<file path="config.mk">
export PLATFORM = sky130hd
export DESIGN_NAME = dmem_arbiter_flat
export DESIGN_NICKNAME = d
export VERILOG_FILES = /design/src/rtl/dmem_arbiter_if.sv /design/src/rtl/dmem_arbiter.sv /design/src/flat_wrapper.sv
export SDC_FILE = /design/constraint.sdc
export NUM_CORES = 1
export LEC_CHECK = 0
export CAP_MARGIN = 10
export CORE_MARGIN = 1
export CORE_UTILIZATION = 45
export DETAILED_ROUTE_END_ITERATION = 12
export HOLD_SLACK_MARGIN = 0.02
export PLACE_DENSITY = 0.87
export SYNTH_ARGS = -nofsm -noshare
export SYNTH_HDL_FRONTEND = slang
export SYNTH_SLANG_ARGS = --single-unit
export TNS_END_PERCENT = 30
</file>
<file path="constraint.sdc">
create_clock -name clk -period 4.9 [get_ports clk]
set_input_delay 0.735 -clock clk [delete_from_list [all_inputs] [get_ports clk]]
set_output_delay 0.735 -clock clk [all_outputs]
set_load 0.1 [all_outputs]
</file>
<file path="src/rtl/dmem_arbiter_if.sv">
// Requester, memory-port and status signals shared between dmem_arbiter and its environment.
// The arbiter attaches through the slave modport; requesters and the memory use master.
interface dmem_arbiter_if #(
   parameter int DW = 32,
   parameter int AW = 5
);
   logic          req0;
   logic          req1;
   logic          we0;
   logic          we1;
   logic [AW-1:0] addr0;
   logic [AW-1:0] addr1;
   logic [DW-1:0] wdata0;
   logic [DW-1:0] wdata1;
   logic          gnt0;
   logic          gnt1;
   logic          rvalid0;
   logic          rvalid1;
   logic [DW-1:0] rdata0;
   logic [DW-1:0] rdata1;
   logic          mem_we;
   logic [DW-1:0] mem_wd;
   logic [AW-1:0] mem_a;
   logic [DW-1:0] mem_rd;
   logic          busy;

   modport master (
      output req0, req1, we0, we1, addr0, addr1, wdata0, wdata1, mem_rd,
      input  gnt0, gnt1, rvalid0, rvalid1, rdata0, rdata1, mem_we, mem_wd, mem_a, busy
   );

   modport slave (
      input  req0, req1, we0, we1, addr0, addr1, wdata0, wdata1, mem_rd,
      output gnt0, gnt1, rvalid0, rvalid1, rdata0, rdata1, mem_we, mem_wd, mem_a, busy
   );
endinterface

</file>
<file path="src/rtl/dmem_arbiter.sv">
// Round-robin two-port arbiter/sequencer for a single-ported data memory.
// Optional DMEM_CLEAR_EN: zero-fill sweep of every word after reset, with busy high meanwhile.
module dmem_arbiter #(
   parameter int DW = 32,
   parameter int AW = 5
) (
   input  logic           clk,
   input  logic           rst_n,
   dmem_arbiter_if.slave  bus
);

`ifdef DMEM_CLEAR_EN
   typedef enum logic {ST_CLEAR, ST_RUN} state_t;
   localparam state_t ST_RESET = ST_CLEAR;
   logic [AW-1:0] sweep_q;
`else
   typedef enum logic {ST_RUN} state_t;
   localparam state_t ST_RESET = ST_RUN;
`endif

   state_t        state_q;
   state_t        state_d;
   logic          run;
   logic          busy_c;
   logic          last_q;
   logic          gnt0_c;
   logic          gnt1_c;
   logic          mem_we_c;
   logic [AW-1:0] mem_a_c;
   logic [DW-1:0] mem_wd_c;
   logic [AW-1:0] hold_a_q;
   logic [DW-1:0] hold_wd_q;
   logic          rvalid0_q;
   logic          rvalid1_q;
   logic [DW-1:0] rdata0_q;
   logic [DW-1:0] rdata1_q;

   always_comb begin
      // NOTE: every signal written here gets a default first, so no path can infer a latch.
      state_d  = state_q;
      run      = rst_n;
      busy_c   = 1'b0;
`ifdef DMEM_CLEAR_EN
      if (state_q == ST_CLEAR) begin
         run    = 1'b0;
         busy_c = 1'b1;
         if (sweep_q == '1) state_d = ST_RUN;
      end
`endif
      // Gating with rst_n drops an in-flight grant (and mem_we) the moment reset asserts.
      gnt0_c   = run & bus.req0 & (~bus.req1 | last_q);
      gnt1_c   = run & bus.req1 & (~bus.req0 | ~last_q);
      mem_we_c = 1'b0;
      mem_a_c  = hold_a_q;
      mem_wd_c = hold_wd_q;
      if (gnt0_c) begin
         mem_we_c = bus.we0;
         mem_a_c  = bus.addr0;
         mem_wd_c = bus.wdata0;
      end else if (gnt1_c) begin
         mem_we_c = bus.we1;
         mem_a_c  = bus.addr1;
         mem_wd_c = bus.wdata1;
      end
`ifdef DMEM_CLEAR_EN
      if (state_q == ST_CLEAR) begin
         mem_we_c = rst_n;
         mem_a_c  = sweep_q;
         mem_wd_c = '0;
      end
`endif
   end

   always_ff @(posedge clk or negedge rst_n) begin
      if (!rst_n) state_q <= ST_RESET;
      else        state_q <= state_d;
   end

   always_ff @(posedge clk or negedge rst_n) begin
      if (!rst_n) begin
         last_q    <= 1'b1;
         hold_a_q  <= '0;
         hold_wd_q <= '0;
         rvalid0_q <= 1'b0;
         rvalid1_q <= 1'b0;
         rdata0_q  <= '0;
         rdata1_q  <= '0;
`ifdef DMEM_CLEAR_EN
         sweep_q   <= '0;
`endif
      end else begin
         // NOTE: non-blocking assignments keep every register sampling pre-edge values.
         hold_a_q  <= mem_a_c;
         hold_wd_q <= mem_wd_c;
         if (gnt0_c)      last_q <= 1'b0;
         else if (gnt1_c) last_q <= 1'b1;
         rvalid0_q <= gnt0_c & ~bus.we0;
         rvalid1_q <= gnt1_c & ~bus.we1;
         if (gnt0_c & ~bus.we0) rdata0_q <= bus.mem_rd;
         if (gnt1_c & ~bus.we1) rdata1_q <= bus.mem_rd;
`ifdef DMEM_CLEAR_EN
         if (state_q == ST_CLEAR) sweep_q <= sweep_q + AW'(1);
`endif
      end
   end

   assign bus.gnt0    = gnt0_c;
   assign bus.gnt1    = gnt1_c;
   assign bus.mem_we  = mem_we_c;
   assign bus.mem_a   = mem_a_c;
   assign bus.mem_wd  = mem_wd_c;
   assign bus.rvalid0 = rvalid0_q;
   assign bus.rvalid1 = rvalid1_q;
   assign bus.rdata0  = rdata0_q;
   assign bus.rdata1  = rdata1_q;
   assign bus.busy    = busy_c;

endmodule

</file>
<file path="src/flat_wrapper.sv">
// flat-port wrapper written by rule: the top's interface ports become plain ports
module dmem_arbiter_flat 
#(
   parameter int DW = 32,
   parameter int AW = 5
)
  (clk, rst_n, bus_req0, bus_req1, bus_we0, bus_we1, bus_addr0, bus_addr1, bus_wdata0, bus_wdata1, bus_mem_rd, bus_gnt0, bus_gnt1, bus_rvalid0, bus_rvalid1, bus_rdata0, bus_rdata1, bus_mem_we, bus_mem_wd, bus_mem_a, bus_busy);
  dmem_arbiter_if #(.DW(DW), .AW(AW)) bus_i ();
  input  logic clk;
  input  logic rst_n;
  input wire logic [$bits(bus_i.req0)-1:0] bus_req0;
  input wire logic [$bits(bus_i.req1)-1:0] bus_req1;
  input wire logic [$bits(bus_i.we0)-1:0] bus_we0;
  input wire logic [$bits(bus_i.we1)-1:0] bus_we1;
  input wire logic [$bits(bus_i.addr0)-1:0] bus_addr0;
  input wire logic [$bits(bus_i.addr1)-1:0] bus_addr1;
  input wire logic [$bits(bus_i.wdata0)-1:0] bus_wdata0;
  input wire logic [$bits(bus_i.wdata1)-1:0] bus_wdata1;
  input wire logic [$bits(bus_i.mem_rd)-1:0] bus_mem_rd;
  output wire logic [$bits(bus_i.gnt0)-1:0] bus_gnt0;
  output wire logic [$bits(bus_i.gnt1)-1:0] bus_gnt1;
  output wire logic [$bits(bus_i.rvalid0)-1:0] bus_rvalid0;
  output wire logic [$bits(bus_i.rvalid1)-1:0] bus_rvalid1;
  output wire logic [$bits(bus_i.rdata0)-1:0] bus_rdata0;
  output wire logic [$bits(bus_i.rdata1)-1:0] bus_rdata1;
  output wire logic [$bits(bus_i.mem_we)-1:0] bus_mem_we;
  output wire logic [$bits(bus_i.mem_wd)-1:0] bus_mem_wd;
  output wire logic [$bits(bus_i.mem_a)-1:0] bus_mem_a;
  output wire logic [$bits(bus_i.busy)-1:0] bus_busy;
  assign bus_i.req0 = bus_req0;
  assign bus_i.req1 = bus_req1;
  assign bus_i.we0 = bus_we0;
  assign bus_i.we1 = bus_we1;
  assign bus_i.addr0 = bus_addr0;
  assign bus_i.addr1 = bus_addr1;
  assign bus_i.wdata0 = bus_wdata0;
  assign bus_i.wdata1 = bus_wdata1;
  assign bus_i.mem_rd = bus_mem_rd;
  assign bus_gnt0 = bus_i.gnt0;
  assign bus_gnt1 = bus_i.gnt1;
  assign bus_rvalid0 = bus_i.rvalid0;
  assign bus_rvalid1 = bus_i.rvalid1;
  assign bus_rdata0 = bus_i.rdata0;
  assign bus_rdata1 = bus_i.rdata1;
  assign bus_mem_we = bus_i.mem_we;
  assign bus_mem_wd = bus_i.mem_wd;
  assign bus_mem_a = bus_i.mem_a;
  assign bus_busy = bus_i.busy;
  dmem_arbiter #(.DW(DW), .AW(AW)) u_core (.clk(clk), .rst_n(rst_n), .bus(bus_i));
endmodule
</file>
==> results.yml, run 1 <==
detailed_routing:
  post_drt_wl_per_cell_um: 20.5
  first_pass_iters: 6
  drt-total-wl_um: 14600
  drtIter0Drc: 220
  avgViaCountPerCell: 5.80
  drc: 0
  vias: 4115
  drtAntennaViolNets: 0
critical_path:
  max_stage_delay_ps: 1000
  reg2reg_to: "u_core.hold_wd_q[1]$_DFF_PN0_"
  path_cells: "clkdlybuf4s50_1, nand2_1, buf_4, o21ai_0, a31oi_1, buf_12"
  path_buf_inv: 3
  path_delay_family: "buffers and inverters"
  crit_type: "primary input to primary output"
  arrival_ps: 3510
  crit_slowest_cell: "clkdlybuf4s50_1"
  r2r_setup_slack_ps: 2400
  rr_worst_depth: 4
  cp.required_ps: 4160
  rr_startpoint: "u_core.last_q$_DFFE_PN1P_"
  worstSetupStartpointType: "primary input"
  end_kind: "primary output"
  cp_max_fo: 23
sta:
  drv_slew: 0
  timing.hold.ws_ps: 262
  hold_viol_final: 0
  finalSetupViolCount: 0
  fin_crit_ps: 4250
  fmax_mhz: 235
  slew_headroom: 0.305
  setup_ws_ps: 650
  finalClockSkew_ps: 14.7
  finalSetupTns_ps: 0
  min_period_over_period: 0.867
  tightest_slew_ps: 1040
  rsz0062_at_grt: "no"
synth:
  syn_nets: 489
  ys_types: 27
  ys_warn_count: 0
  syn_avg_cell_area_um2: 12.4
  synth-seq-cells: 104
  synthCells: 377
  ys_seq_area_frac: 0.556
  synth_area_um2: 4690
floorplan:
  initial_core_util: 0.471
  fp.dieH_um: 104
  dieArea_um2: 10800
  rows: 36
  die_w_um: 104
  pin_count: 219
  core_area_um2: 9950
cts:
  path_clk_slew_ps: 110
  cts_tree: "yes"
  cts_setup_buffers: 0
  numCtsBuffers: 9
  cts_hold_buffers: 0
  h-tree-depth: 3
  cts.sinks: 104
  clkLatencyLatePin_ps: 370
  clk_path_buf_depth: 2
  cts_resized: 0
  clockRootBuffer: "clkbuf_8"
power:
  power_density_nw_per_um2: 572
  power.total_uw: 4270
  ir_drop_mv: 0.324
  power_leakage_uw: 0.00305
global_route:
  grt_pass1_vias: 4304
  grt_use_met2: 0.460
  use_met3: 0.0746
  antenna_found_initial: 0
  grt.busiest_layer: "met2"
  grt_use_total: 0.269
  use_met1: 0.312
  overflow: 0
  grt_pass1_wl_um: 22800
  grt_start_max_net_pins: 84
placed_design:
  port_buffers: 217
  place_area_um2: 7260
  dp_slack_ps: 669
  routabilityCongestion: 0.835
  dp_hpwl_um: 10100
job:
  maxCapViolCount: 0
hold_path:
  min_path_type: "primary input to async pin"
cells_and_area:
  final_cell_mix: "176 x clkdlybuf4s50_1, 103 x dfrtp_1, 39 x buf_12, 38 x nand3_1"
  multiInputGateArea_um2: 1840
  drive_gt1_frac: 0.236
  antennaDiodeCount: 0
  finalInstanceArea_um2: 7470
  layout_commonest_cell: "clkdlybuf4s50_1"
  nets: 684
  seqCellArea_um2: 2600
  nFillCells: 658
  area_growth_pct: 59.5
status:
  status: "finished clean"
[layer usage]
layer	share of wire	wire length, um	vias up
li1	-	-	1828
met3	0.080	1170	48
met4	0.039	564	0
met2	0.51	7490	231
met1	0.37	5360	2008
met5	0	0	-
[where the power goes]
part           internal, uW  switching (uW)  total (uW)
logic                   735            1870        2600
registers              1060            89.9        1150
clock network           207             316         522
total                  2000            2270        4270
[layout make-up]
cell class,instances,area share
timing repair buffer,228,0.356
sequential,104,0.348
multi-input combinational,224,0.246
tap,133,0.0223
clock buffer,10,0.0184
clock inverter,6,0.00670
inverter,5,0.00251
[synth_stat cells, drive strengths merged]
cell     number  area [um2]
dfstp         1        26.3
and2          2        12.5
a21boi        1        7.51
dfrtp       103        2580
clkbuf       30         113
nand2         2        7.51
mux2         64         826
a211o         1        8.76
a31oi        37         231
inv           5        18.8
buf          14         123
nor2          1        3.75
a2111oi      37         324
nand3        38         190
nor3          1        10.0
a2111o        1        11.3
o21ai        37         185
a22oi         1        7.51
conb          1        3.75
[how the worst max path moves through the flow]
| stage | to | start | cells past startpoint | slack (ps) |
|---|---|---|---|---|
| final | bus_mem_a[3] | bus_req1 | 6 | 650 |
| after global routing | bus_mem_a[3] | bus_req1 | 6 | 590 |
| after CTS | bus_mem_wd[1] | bus_req1 | 4 | 670 |
| after detailed placement | bus_mem_wd[1] | bus_req1 | 4 | 670 |
| after global placement | bus_mem_a[1] | bus_req1 | 4 | 730 |
| after floorplan | bus_mem_we | rst_n | 6 | 610 |
[stage by stage]
| step | utilization | std cells |
|---|---|---|
| after floorplan | - | 377 |
| after global routing | 0.751 | 710 |
| after global placement | 0.729 | 693 |
| after CTS | 0.748 | 709 |
| final | 0.751 | 710 |
| after detailed placement | 0.729 | 693 |
[cell families after synthesis]
family	synth area share
compound gates	0.166
buf+inv	0.0542
flops	0.556
mux	0.176
other cells	0.000800
simple gates	0.0478
[flip-flops by register name (all words and copies together) (netlist names)]
signal and flops:
u_core.bus.rvalid0 1, u_core.bus.rdata1 32, u_core.bus.rdata0 32, u_core.hold_wd_q 32, u_core.last_q 1, u_core.hold_a_q 5
u_core.bus.rvalid1 1
(Power assumes the default switching activity.)
==> inputs of run 2 (changes only) <==
--- a/config.mk
+++ b/config.mk
@@ -9,7 +9,7 @@
 export CORE_MARGIN = 1
 export CORE_UTILIZATION = 45
 export DETAILED_ROUTE_END_ITERATION = 12
-export HOLD_SLACK_MARGIN = 0.02
+export HOLD_SLACK_MARGIN = 0.03
 export PLACE_DENSITY = 0.87
 export SYNTH_ARGS = -nofsm -noshare
 export SYNTH_HDL_FRONTEND = slang
==> results of run 2 <==
Same layout as run 1: the final DEF is identical, and so are final timing and power.
==> inputs of run 3 (changes only) <==
--- a/config.mk
+++ b/config.mk
@@ -7,10 +7,10 @@
 export LEC_CHECK = 0
 export CAP_MARGIN = 10
 export CORE_MARGIN = 1
-export CORE_UTILIZATION = 45
+export CORE_UTILIZATION = 30
 export DETAILED_ROUTE_END_ITERATION = 12
 export HOLD_SLACK_MARGIN = 0.03
-export PLACE_DENSITY = 0.87
+export MAX_ROUTING_LAYER = met4
 export SYNTH_ARGS = -nofsm -noshare
 export SYNTH_HDL_FRONTEND = slang
 export SYNTH_SLANG_ARGS = --single-unit
==> run 3 against run 2 <==
Effect of this change: worst setup slack better by 500 ps; die area is 49% higher; sequential power hardly changed; utilization is 25 points lower; routed wire length is 0.13% lower; critical endpoint is now bus_mem_wd[17]; flip-flop and latch count stayed put; maximum frequency is 13% higher.
==> results.yml, run 3 (same netlist as run 1, synthesis figures left out) <==
floorplan:
  die_w_um: 127
  pin_count: 219
  core_area_um2: 15200
  initial_core_util: 0.308
  dieArea_um2: 16100
  fp.dieH_um: 127
  rows: 45
placed_design:
  routabilityCongestion: 0.849
  port_buffers: 217
  place_area_um2: 7350
  dp_hpwl_um: 10000
  dp_slack_ps: 1190
sta:
  hold_viol_final: 0
  rsz0062_at_grt: "no"
  finalClockSkew_ps: 8.31
  drv_slew: 0
  fin_crit_ps: 3750
  timing.hold.ws_ps: 222
  finalSetupViolCount: 0
  tightest_slew_ps: 1150
  min_period_over_period: 0.765
  setup_ws_ps: 1150
  fmax_mhz: 267
  slew_headroom: 0.233
  finalSetupTns_ps: 0
power:
  power_frac_seq: 0.259
  switching_share: 0.516
  power_density_nw_per_um2: 580
  intPower_uw: 2140
  power_leakage_uw: 0.00308
  ir_drop_mv: 0.239
  pwr-share-clk: 0.154
  power_switching_uw: 2280
  combPwrFrac: 0.587
critical_path:
  max_stage_delay_ps: 520
  crit_type: "primary input to primary output"
  cp_max_fo: 39
  crit_slowest_cell: "a211o_1"
  arrival_ps: 3020
  path_buf_inv: 4
  end_kind: "primary output"
  path_cells: "clkdlybuf4s50_1, inv_2, a211o_1, buf_4, a31oi_1, buf_12"
  cp.required_ps: 4160
  path_delay_family: "buffers and inverters"
  worstSetupStartpointType: "primary input"
cts:
  cts_setup_buffers: 0
  cts_resized: 0
  cts_hold_buffers: 0
  h-tree-depth: 3
  cts_tree: "yes"
  numCtsBuffers: 9
  path_clk_slew_ps: 70
  clk_path_buf_depth: 2
  clockRootBuffer: "clkbuf_16"
  clkLatencyLatePin_ps: 350
  cts.sinks: 104
cells_and_area:
  nFillCells: 1355
  final_cell_mix: "176 x clkdlybuf4s50_1, 103 x dfrtp_1, 40 x buf_12, 38 x nand3_1"
  finalInstanceArea_um2: 7630
  nets: 684
  layout_commonest_cell: "clkdlybuf4s50_1"
  antennaDiodeCount: 0
  area_growth_pct: 62.7
  drive_gt1_frac: 0.234
global_route:
  grt_use_total: 0.192
  overflow: 0
  grt_pass1_vias: 4335
  grt.busiest_layer: "met2"
  grt_use_met2: 0.300
  use_met3: 0.0687
  grt_pass1_wl_um: 23200
  antenna_found_initial: 0
  grt_start_max_net_pins: 54
  use_met1: 0.229
detailed_routing:
  drtIter0Drc: 242
  vias: 4073
  drt-total-wl_um: 14600
  avgViaCountPerCell: 5.33
  first_pass_iters: 5
  drtAntennaViolNets: 0
  drc: 0
  post_drt_wl_per_cell_um: 19.1
status:
  status: "finished clean"
hold_path:
  min_path_type: "primary input to async pin"
job:
  maxCapViolCount: 0
-- run 3: final cells by class --
| cell class | count | area [um2] | share of cell area |
|---|---|---|---|
| Timing Repair Buffer | 228 | 2650 | 0.348 |
| Sequential cell | 104 | 2600 | 0.341 |
| Multi-Input combinational cell | 224 | 1840 | 0.241 |
| Tap cell | 188 | 235 | 0.0308 |
| Clock buffer | 9 | 225 | 0.0295 |
| Clock inverter | 6 | 53.8 | 0.00705 |
| Inverter | 5 | 18.8 | 0.00246 |
-- run 3: final timing paths --
| path | startpoint | endpoint | slack [ps] | cells past startpoint |
|---|---|---|---|---|
| max in group asynchronous | rst_n | u_core.hold_wd_q[18]$_DFF_PN0_ | 3140 | 3 |
| setup / recovery | bus_req0 | bus_mem_wd[17] | 1150 | 6 |
| setup reg to reg | u_core.last_q$_DFFE_PN1P_ | u_core.bus.rdata0[31]$_DFFE_PN0P_ | 2310 | 4 |
| hold / removal | rst_n | u_core.hold_wd_q[14]$_DFF_PN0_ | 220 | 1 |
| min in group clk | u_core.bus.rdata0[2]$_DFFE_PN0P_ | u_core.bus.rdata0[2]$_DFFE_PN0P_ | 510 | 1 |
| hold reg to reg | u_core.bus.rdata0[2]$_DFFE_PN0P_ | u_core.bus.rdata0[2]$_DFFE_PN0P_ | 510 | 1 |
-- run 3: per-layer routing --
layer	wire length, um	up-vias
met1	5960	2009
met3	1310	28
met4	352	0
li1	-	1826
met2	6930	210
met5	0	-
-- run 3: metrics by stage --
step | util | cells | power, uW
after floorplan | - | 377 | 2970
after global placement | 0.483 | 749 | 3740
after detailed placement | 0.483 | 749 | 3760
after CTS | 0.502 | 764 | 4470
after global routing | 0.502 | 764 | 4580
final | 0.502 | 764 | 4420
-- run 3: worst reg2reg max path, delay by kind of cell (launching register included) --
kind	cells	cell delay (ps)
flops	1	380
compound gates	1	320
mux	1	450
buf+inv	2	1320
-- run 3: power by group through the flow --
| stage | sequential, uW | combinational, uW | clock (uW) |
|---|---|---|---|
| 6_report | 1140 | 2590 | 682 |
| 5_1_grt | 1170 | 2660 | 748 |
| 4_1_cts | 1150 | 2610 | 714 |
| 3_5_place_dp | 1160 | 2600 | 0 |
| 3_3_place_gp | 1150 | 2590 | 0 |
| 2_1_floorplan | 2140 | 830 | 0 |
